### src/rtl/cic_comp_fir_if.sv
// Sample-stream and coefficient-port bundle for the CIC compensation FIR.
// The slave modport is the filter side; the master modport is the driving side.
interface cic_comp_fir_if #(
    parameter int NUM_TAPS   = 16,
    parameter int NUM_BITS   = 16,
    parameter int COEFF_BITS = 16
);
    localparam int ADDR_W = $clog2(NUM_TAPS);

    logic                         tick_i;
    logic signed [NUM_BITS-1:0]   signal_i;
    logic                         coeff_we_i;
    logic        [ADDR_W-1:0]     coeff_addr_i;
    logic signed [COEFF_BITS-1:0] coeff_data_i;
    logic signed [NUM_BITS-1:0]   signal_o;
    logic                         tick_o;
    logic                         busy_o;
    logic                         overrun_o;

    modport master (
        output tick_i, signal_i, coeff_we_i, coeff_addr_i, coeff_data_i,
        input  signal_o, tick_o, busy_o, overrun_o
    );

    modport slave (
        input  tick_i, signal_i, coeff_we_i, coeff_addr_i, coeff_data_i,
        output signal_o, tick_o, busy_o, overrun_o
    );
endinterface

### src/rtl/cic_comp_fir.sv
// Decimating compensation FIR behind a CIC: circular sample buffer, one serial
// MAC per output, rounding + saturation to the input width.
module cic_comp_fir #(
    parameter int NUM_TAPS   = 16,
    parameter int DECIMATION = 2,
    parameter int NUM_BITS   = 16,
    parameter int COEFF_BITS = 16
) (
    input logic          clk_i,
    input logic          reset_ni,
    cic_comp_fir_if.slave bus
);
    localparam int ADDR_W = $clog2(NUM_TAPS);
    localparam int BUF    = 2 ** $clog2(NUM_TAPS + DECIMATION);
    localparam int PTR_W  = $clog2(BUF);
    localparam int PH_W   = (DECIMATION > 1) ? $clog2(DECIMATION) : 1;
    localparam int PROD_W = NUM_BITS + COEFF_BITS;
    localparam int ACC_W  = PROD_W + $clog2(NUM_TAPS);

    localparam logic signed [ACC_W-1:0] SAT_MAX  = ACC_W'((2 ** (NUM_BITS - 1)) - 1);
    localparam logic signed [ACC_W-1:0] SAT_MIN  = ACC_W'(-(2 ** (NUM_BITS - 1)));
    localparam logic signed [ACC_W-1:0] RND_HALF = ACC_W'(2 ** (COEFF_BITS - 2));

    typedef enum logic [1:0] {S_IDLE, S_MAC, S_OUT} state_t;

    state_t                       state_q, state_d;
    logic [1:0]                   rst_sync;
    logic                         rst_n;
    logic [PH_W-1:0]              phase;
    logic                         trigger, busy, last_tap;
    logic [PTR_W-1:0]             wr_ptr, base_ptr, rd_ptr;
    logic [ADDR_W-1:0]            tap;
    logic signed [NUM_BITS-1:0]   sample_buf [BUF];
    logic signed [COEFF_BITS-1:0] coeff_mem  [NUM_TAPS];
    logic signed [NUM_BITS-1:0]   sample;
    logic signed [COEFF_BITS-1:0] coeff;
    logic signed [PROD_W-1:0]     prod;
    logic signed [ACC_W-1:0]      acc, acc_sum, rounded, shifted;
    logic signed [NUM_BITS-1:0]   sat_val, signal_q;
    logic                         overrun_q;
    logic                         addr_ok;

    // Assertion is immediate; release is re-timed to clk_i through two flops.
    always_ff @(posedge clk_i or negedge reset_ni) begin
        if (!reset_ni) rst_sync <= 2'b00;
        else           rst_sync <= {rst_sync[0], 1'b1};
    end
    assign rst_n = rst_sync[1];

    assign busy     = (state_q != S_IDLE);
    assign trigger  = bus.tick_i && (phase == PH_W'(DECIMATION - 1));
    assign last_tap = (tap == ADDR_W'(NUM_TAPS - 1));
    assign addr_ok  = (32'(bus.coeff_addr_i) < NUM_TAPS);

    // NOTE: sequential state uses non-blocking assignments so every flop samples pre-edge values.
    always_ff @(posedge clk_i or negedge rst_n) begin
        if (!rst_n)            phase <= '0;
        else if (bus.tick_i)   phase <= trigger ? '0 : phase + 1'b1;
    end

    // NOTE: the sample buffer is reset explicitly because stale samples would leak into the first outputs.
    always_ff @(posedge clk_i or negedge rst_n) begin
        if (!rst_n) begin
            for (int i = 0; i < BUF; i++) sample_buf[i] <= '0;
            wr_ptr <= '0;
        end else if (bus.tick_i) begin
            sample_buf[wr_ptr] <= bus.signal_i;
            wr_ptr             <= wr_ptr + 1'b1;
        end
    end

    always_ff @(posedge clk_i or negedge rst_n) begin
        if (!rst_n) begin
            coeff_mem[0] <= COEFF_BITS'((2 ** (COEFF_BITS - 1)) - 1);
            for (int i = 1; i < NUM_TAPS; i++) coeff_mem[i] <= '0;
        end else if (bus.coeff_we_i && !busy && addr_ok) begin
            coeff_mem[bus.coeff_addr_i] <= bus.coeff_data_i;
        end
    end

    always_ff @(posedge clk_i or negedge rst_n) begin
        if (!rst_n) state_q <= S_IDLE;
        else        state_q <= state_d;
    end

    // NOTE: default assignment first so no path through the case leaves state_d unassigned (no latch).
    always_comb begin
        state_d = state_q;
        case (state_q)
            S_IDLE:  if (trigger)  state_d = S_MAC;
            S_MAC:   if (last_tap) state_d = S_OUT;
            S_OUT:                 state_d = S_IDLE;
            default:               state_d = S_IDLE;
        endcase
    end

    always_comb begin
        bus.busy_o    = busy;
        bus.tick_o    = (state_q == S_OUT);
        bus.signal_o  = signal_q;
        bus.overrun_o = overrun_q;
    end

    // The window is anchored at the trigger sample, so later writes land ahead of it.
    assign rd_ptr  = base_ptr - PTR_W'(tap);
    assign sample  = sample_buf[rd_ptr];
    assign coeff   = coeff_mem[tap];
    assign prod    = PROD_W'(sample) * PROD_W'(coeff);
    assign acc_sum = acc + ACC_W'(prod);
    assign rounded = acc_sum + RND_HALF;
    assign shifted = rounded >>> (COEFF_BITS - 1);

    always_comb begin
        sat_val = shifted[NUM_BITS-1:0];
        if (shifted > SAT_MAX)      sat_val = SAT_MAX[NUM_BITS-1:0];
        else if (shifted < SAT_MIN) sat_val = SAT_MIN[NUM_BITS-1:0];
    end

    always_ff @(posedge clk_i or negedge rst_n) begin
        if (!rst_n) begin
            tap       <= '0;
            base_ptr  <= '0;
            acc       <= '0;
            signal_q  <= '0;
            overrun_q <= 1'b0;
        end else begin
            if (state_q == S_MAC) tap <= tap + 1'b1;
            else                  tap <= '0;
            if (trigger && !busy) begin
                base_ptr <= wr_ptr;
                acc      <= '0;
            end else if (state_q == S_MAC) begin
                acc <= acc_sum;
            end
            // The final product is folded straight into the registered output.
            if (state_q == S_MAC && last_tap) signal_q <= sat_val;
            if (trigger && busy) overrun_q <= 1'b1;
        end
    end
endmodule

### src/flat_wrapper.sv
// flat-port wrapper written by rule: the top's interface ports become plain ports
module cic_comp_fir_flat 
#(
    parameter int NUM_TAPS   = 16,
    parameter int DECIMATION = 2,
    parameter int NUM_BITS   = 16,
    parameter int COEFF_BITS = 16
)
  (clk_i, reset_ni, bus_tick_i, bus_signal_i, bus_coeff_we_i, bus_coeff_addr_i, bus_coeff_data_i, bus_signal_o, bus_tick_o, bus_busy_o, bus_overrun_o);
  cic_comp_fir_if #(.NUM_TAPS(NUM_TAPS), .NUM_BITS(NUM_BITS), .COEFF_BITS(COEFF_BITS)) bus_i ();
  input logic clk_i;
  input logic reset_ni;
  input wire logic [$bits(bus_i.tick_i)-1:0] bus_tick_i;
  input wire logic [$bits(bus_i.signal_i)-1:0] bus_signal_i;
  input wire logic [$bits(bus_i.coeff_we_i)-1:0] bus_coeff_we_i;
  input wire logic [$bits(bus_i.coeff_addr_i)-1:0] bus_coeff_addr_i;
  input wire logic [$bits(bus_i.coeff_data_i)-1:0] bus_coeff_data_i;
  output wire logic [$bits(bus_i.signal_o)-1:0] bus_signal_o;
  output wire logic [$bits(bus_i.tick_o)-1:0] bus_tick_o;
  output wire logic [$bits(bus_i.busy_o)-1:0] bus_busy_o;
  output wire logic [$bits(bus_i.overrun_o)-1:0] bus_overrun_o;
  assign bus_i.tick_i = bus_tick_i;
  assign bus_i.signal_i = bus_signal_i;
  assign bus_i.coeff_we_i = bus_coeff_we_i;
  assign bus_i.coeff_addr_i = bus_coeff_addr_i;
  assign bus_i.coeff_data_i = bus_coeff_data_i;
  assign bus_signal_o = bus_i.signal_o;
  assign bus_tick_o = bus_i.tick_o;
  assign bus_busy_o = bus_i.busy_o;
  assign bus_overrun_o = bus_i.overrun_o;
  cic_comp_fir #(.NUM_TAPS(NUM_TAPS), .DECIMATION(DECIMATION), .NUM_BITS(NUM_BITS), .COEFF_BITS(COEFF_BITS)) u_core (.clk_i(clk_i), .reset_ni(reset_ni), .bus(bus_i));
endmodule
### config.mk
export PLATFORM = sky130hd
export DESIGN_NAME = cic_comp_fir_flat
export DESIGN_NICKNAME = d
export VERILOG_FILES = /design/src/rtl/cic_comp_fir_if.sv /design/src/rtl/cic_comp_fir.sv /design/src/flat_wrapper.sv
export SDC_FILE = /design/constraint.sdc
export NUM_CORES = 2
export LEC_CHECK = 0
export ABC_AREA = 1
export BUFFER_PORTS_ARGS = -buffer_cell sky130_fd_sc_hd__buf_4
export CAP_MARGIN = 20
export CELL_PAD_IN_SITES_DETAIL_PLACEMENT = 1
export CELL_PAD_IN_SITES_GLOBAL_PLACEMENT = 1
export CORE_ASPECT_RATIO = 0.75
export CORE_MARGIN = 1
export CORE_UTILIZATION = 49
export DETAILED_ROUTE_END_ITERATION = 10
export PLACE_DENSITY = 0.85
export SLEW_MARGIN = 15
export SYNTH_ARGS = -nofsm -noshare
export SYNTH_HDL_FRONTEND = slang
export SYNTH_SLANG_ARGS = --single-unit
### constraint.sdc
create_clock -name clk_i -period 28.4 [get_ports clk_i]
set_input_delay 1.42 -clock clk_i [delete_from_list [all_inputs] [get_ports clk_i]]
set_output_delay 1.42 -clock clk_i [all_outputs]
set_load 0.005 [all_outputs]
======== Word level (Yosys, flattened, before mapping) ========
Cells that the tools add are included.
operators by class
  muxes and demuxes ....................... 21
  multipliers ............................. 1
  eq/ne operators ......................... 5
  order comparisons ....................... 8
  reductions and logical operators ........ 12
  bitwise gates (word level) .............. 4
  add/subtract/negate cells ............... 6
operators by type and width
  cell                                                                            count
  512-bit bitwise mux                                                             1
  256-bit bitwise mux                                                             1
  16-bit 2-to-1 mux                                                               8
  16-bit binary-select mux with 5-bit select                                      1
  16-bit demux with 5-bit select                                                  1
  36-bit 2-to-1 mux                                                               2
  16-bit binary-select mux with 4-bit select                                      1
  16-bit demux with 4-bit select                                                  1
  36-bit by 16-bit adder with 36-bit output, second input constant                1
  36-bit by 32-bit adder with 36-bit output                                       1
  16-bit by 16-bit multiplier with 32-bit output                                  1
  21-bit by 16-bit > comparator with 1-bit output, second input constant          1
  21-bit by 16-bit less-than comparator with 1-bit output, second input constant  1
  6-bit greater-or-equal comparator, second input constant                        2
  5-bit NOT with 6-bit output                                                     2
  5-bit greater-or-equal comparator, second input constant                        2
  4-bit NOT with 5-bit output                                                     2
  1-bit logical AND                                                               7
  6-bit by 1-bit less-than comparator with 1-bit output, second input constant    1
  5-bit by 1-bit adder with 5-bit output, second input constant                   1
  5-bit by 1-bit less-than comparator with 1-bit output, second input constant    1
  5-bit by 4-bit subtractor with 5-bit output                                     1
  4-bit by 1-bit adder with 4-bit output, second input constant                   1
  4-bit equality test, second input constant                                      1
  12 further kinds                                                                15
word-level totals
  register bits ........................... 840
  input port bits ......................... 40
  output and inout bits ................... 19
  word-level logic and storage cells ...... 114

======== Depth between registers and ports, before layout ========
  depth after elaboration ................. 11
  depth in mapped cells ................... 55
  mapped depth without buffers ............ 50

======== Worst setup path before layout ========
Ideal clock, no wire load.
  path type ............................... reg2reg
  from .................................... reg u_core.tap[1]
  to ...................................... reg u_core.signal_q[10], in the netlist u_core.bus.signal_o[10]
  arrival time ............................ 8,701 ps
  stages on the path, launching flop included .. 47
  library setup time ...................... 120 ps
  required time ........................... 28,280 ps
  path buffers ............................ 6
  clock period less this slack ............ 8,821 ps
  path slack .............................. 19,579 ps
  path through ............................ dfrtp_1 > buf_2 > inv_1 > buf_4 > clkbuf_1 > clkbuf_1 > ha_1 > nand3b_1 > nand2_1 > xnor2_1 > nand3_1 > nand3_1 > nand2_1 > clkbuf_1 > nor2_1 > inv_1 > fa_1 > inv_1 > (+11 left out) > inv_1 > nand2_1 > nor3_1 > and2_1 > nand2_1 > nand3_1 > nand2_1 > nor2_1 > nand2_1 > nor2_1 > nand3_1 > nand2_1 > nand2_1 > inv_1 > nand4_2 > a21oi_4 > buf_8 > a21oi_2
between the ends
  cells in the longest elaborated chain, start to end .. 11
  elaborated cells on any way between the ends .. 18
  classes of those cells .................. add/sub: 3; mul: 1; order compare: 2; eq/ne: 1; mux: 8; bitwise: 2; reduce/logical: 1
RTL lines
  element                                                  line                 source
  start: declaration                                       cic_comp_fir.sv:32   logic [ADDR_W-1:0] tap;
  start signal: assignment                                 cic_comp_fir.sv:127  if (state_q == S_MAC) tap <= tap + 1'b1;
  5-bit by 4-bit subtractor with 5-bit output              cic_comp_fir.sv:105  assign rd_ptr = base_ptr - PTR_W'(tap);
  5-bit NOT with 6-bit output (not written as such)        cic_comp_fir.sv:106  assign sample = sample_buf[rd_ptr];
  16-bit binary-select mux with 5-bit select               cic_comp_fir.sv:106
  16-bit 2-to-1 mux (not written as such) (2 in a row)     cic_comp_fir.sv:106
  16-bit by 16-bit multiplier with 32-bit output           cic_comp_fir.sv:108  assign prod = PROD_W'(sample) * PROD_W'(coeff);
  36-bit by 32-bit adder with 36-bit output                cic_comp_fir.sv:109  assign acc_sum = acc + ACC_W'(prod);
  36-bit by 16-bit adder with 36-bit output                cic_comp_fir.sv:110  assign rounded = acc_sum + RND_HALF;
  21-bit by 16-bit less-than comparator with 1-bit output  cic_comp_fir.sv:116  else if (shifted < SAT_MIN) sat_val = SAT_MIN[NUM_BITS-1:0];
  16-bit 2-to-1 mux                                        cic_comp_fir.sv:116
  16-bit 2-to-1 mux                                        cic_comp_fir.sv:115  if (shifted > SAT_MAX) sat_val = SAT_MAX[NUM_BITS-1:0];
  end signal: assignment                                   cic_comp_fir.sv:136  if (state_q == S_MAC && last_tap) signal_q <= sat_val;
  end: declaration                                         cic_comp_fir.sv:39   logic signed [NUM_BITS-1:0] sat_val, signal_q;
Several ways; a longest one is shown, not always the timed one. The select of a mux whose other input is x is not followed.
A chain may end at the register's enable or synchronous reset.

======== Worst setup path after layout ========
  from .................................... reg u_core.tap[0]
  to ...................................... reg u_core.signal_q[1], in the netlist u_core.bus.signal_o[1]
The elaborated chain is that of the path after synthesis.

==> summary.txt <==
Final layout
  • Antenna cells: 0
  • Fillers: 12100
  • Total Nets Final: 6488
  • Layout area overhead: 8.97%
  • Layout cells sized above 1: 0.0659

STA
  • Skew final: 0.0558 ns
  • Peak Freq: 0.0800 GHz
  • Final Critical Period: 12.50 ns
  • Fin. Hold Viols: 0
  • Relative slew slack: 0.248
  • Worst-Margin Slew: 1.13 ns
  • Setup tns final: 0 ns
  • Finish-stage setup viols: 0
  • Crit share post-route: 0.440
  • Max Slew Vio Count: 0
  • Unrepaired setup endpoints after global routing: false

Synth
  • Most frequent cell after synthesis: nand2_1
  • Async SR Flop Fraction: 1.00
  • Yosys warns: 0
  • Post-synth top cells: nand2_1, o21ai_0, dfrtp_1, inv_1, a21oi_1
  • Post-Synth Simple-Gate Area: 0.172
  • Main synth FF type: dfrtp_1
  • Post-synth EDFFs: 0
  • Mapped Area: 50800 µm²
  • Yosys reg bits: 840
  • Post-synthesis sequential area ratio: 0.414
  • Post-synthesis compound-gate area fraction: 0.157
  • Largest family of logic cells by synthesized area: simple AND/OR/NAND/NOR gates
  • Synthesized area per cell: 8.23 µm²
  • Yosys top cell area share: 0.407
  • Area leader, netlist: dfrtp_1
  • Yosys cell types: 50
  • Mapped Cells: 6171
  • Synth top area cells: dfrtp_1, fa_1, nand2_1
  • Mux contribution to synthesized area: 0.0121
  • Syn nets: 6643
  • XOR/XNOR Fraction of Synth Area: 0.00542
  • Synth Area in Adders: 0.153

Clocking
  • Clk pin slew, worst setup/hold paths: 0.06 ns
  • Post-CTS setup buffer count: 0
  • Maximum root-to-sink buffer count: 3
  • CTS Hold Buffers Added: 0
  • CTS Sinks: 840
  • Num CTS Buffers: 88
  • CTS resizes: 0
  • H-tree depth: 3
  • Root buf cell: clkbuf_16
  • CTS tree: done
  • Clock Latency Late Sink: 0.72 ns

Setup path
  • CP top delay family: adder cells
  • Most frequent CP cell: fa_1
  • Startpoint types: register
  • CP Data Required Time: 28.95 ns
  • CP Capture Type: register
  • Critical path type: reg -> reg
  • Largest stage delay on the critical path: 0.88 ns
  • Worst path slowest cell: dfrtp_4
  • WP data arrival: 13.05 ns
  • CP bufs+invs: 8
  • CP Max Fanout: 91

Global routing
  • Vias in the first global route: 47000
  • First-pass GRT wire length: 271 mm
  • Initial antenna violation count: 1
  • Largest net degree at the start of global routing: 169
  • Remaining global-route overflow: 0
  • Global Route Usage Sum: 0.330

Detailed routing
  • Detail Route Antenna Nets: 0
  • Pre-Repair DR Iteration Count: 6
  • Wire per inst: 22.9 µm
  • Detailed-route wire length: 170 mm
  • Vias/cell: 5.89
  • Via Count: 43700
  • DRC: 0
  • Initial DRC Count: 3860

Die
  • Initial Utilization: 0.498
  • Row cnt: 101
  • Core area: 102000 µm²
  • DIE HEIGHT: 281 µm
  • I/O pins: 59
  • Total die area: 105000 µm²
  • Die Wd: 374 µm

Min path
  • Worst min path class: reg -> reg

Job
  • Max-Cap Viols: 0

Place
  • Routability cong.: 0.950
  • IO buf count: 58
  • Post-DP HPWL: 112 mm

Run status
  • Status: complete, no violations
-- state kept, by name (all words and copies together) (netlist names) --
register	count
u_core.acc	36
u_core.base_ptr	5
u_core.bus.overrun_o	1
u_core.bus.signal_o	16
u_core.coeff_mem	256
u_core.phase	1
u_core.rst_sync	2
u_core.sample_buf	512
u_core.state_q	2
u_core.tap	4
u_core.wr_ptr	5
-- stage by stage --
stage	util	hold WS [ns]	area (µm²)	cells	setup WS [ns]
detailed placement	0.510	0.340	52100	7255	16.09
global route	0.542	0.380	55300	7426	15.34
finish	0.542	0.350	55300	7426	15.90
global placement	0.510	0.338	52000	7253	16.36
floorplan	-	0.331	50800	6171	3.28
CTS	0.540	0.354	55100	7416	16.04
-- area by class of cell --
cell class	instances	area, µm²	share of cell area
clock inverter	35	588	0.0106
tap	1339	1680	0.0303
timing repair buffer	136	1220	0.0221
multi-input combinational	4195	25500	0.461
clock buffer	126	2460	0.0446
inverter	755	2850	0.0514
sequential	840	21000	0.380
-- cells in the final DEF, fill, tap and decap left out, drive strengths merged, types with 15 or more instances in the layout --
master,synthesis,final
nand2,1609,1609
o21ai,981,981
dfrtp,825,825
inv,745,749
a21oi,364,364
fa,316,316
nor2,314,314
nand3,208,208
buf,70,136
clkbuf,311,126
ha,116,116
mux2i,48,48
o211ai,36,36
a221oi,31,31
a22oi,30,30
nand4,29,29
clkinv,10,27
o21bai,17,17
xor2,17,17
a32o,15,15
dfstp,15,15
-- worst reg2reg max path, delay by kind of cell (launching register included) --
kind | cells | cell delay (ns)
xor gates and xnor gates | 1 | 0.30
DFF | 1 | 0.88
and+or+nand+nor | 15 | 2.55
buffers and inverters | 8 | 2.82
adders and majority gates | 10 | 4.58
AOI/OAI and AO/OA | 4 | 1.23
-- path summary, 6_finish.rpt --
check | slack, ns | end | cells past startpoint | startpoint
hold reg to reg | 0.35 | u_core.rst_sync[1] | 0 | u_core.rst_sync[0]
min in group asynchronous | 0.47 | u_core.coeff_mem[26] | 0 | u_core.rst_sync[1]
hold / removal | 0.35 | u_core.rst_sync[1] | 0 | u_core.rst_sync[0]
max in group asynchronous | 24.58 | u_core.bus.signal_o[5] | 3 | u_core.rst_sync[1]
setup reg to reg | 15.90 | u_core.bus.signal_o[1] | 38 | u_core.tap[0]
setup / recovery | 15.90 | u_core.bus.signal_o[1] | 38 | u_core.tap[0]
-- metal layers --
metal | up-vias | track usage | wire [µm]
met2 | 1516 | 0.532 | 78900
met4 | 2 | 0.129 | 6600
met1 | 22500 | 0.447 | 72600
li1 | 19400 | - | -
met5 | - | 0 | 13
met3 | 370 | 0.0535 | 11700
-- kinds of logic (layout without fill, tap and decap cells) --
kind of cell,Yosys count,count (layout)
compound gates,1492,1492
xor+xnor,28,28
fa+ha+maj,432,432
buf+inv,1136,1052
flops,840,840
mux,60,60
other cells,1,1
simple gates,2182,2182
Power is left out: the tool's default activity adds up to more than one toggle a clock period on the data nets, which glitch-free logic cannot reach.
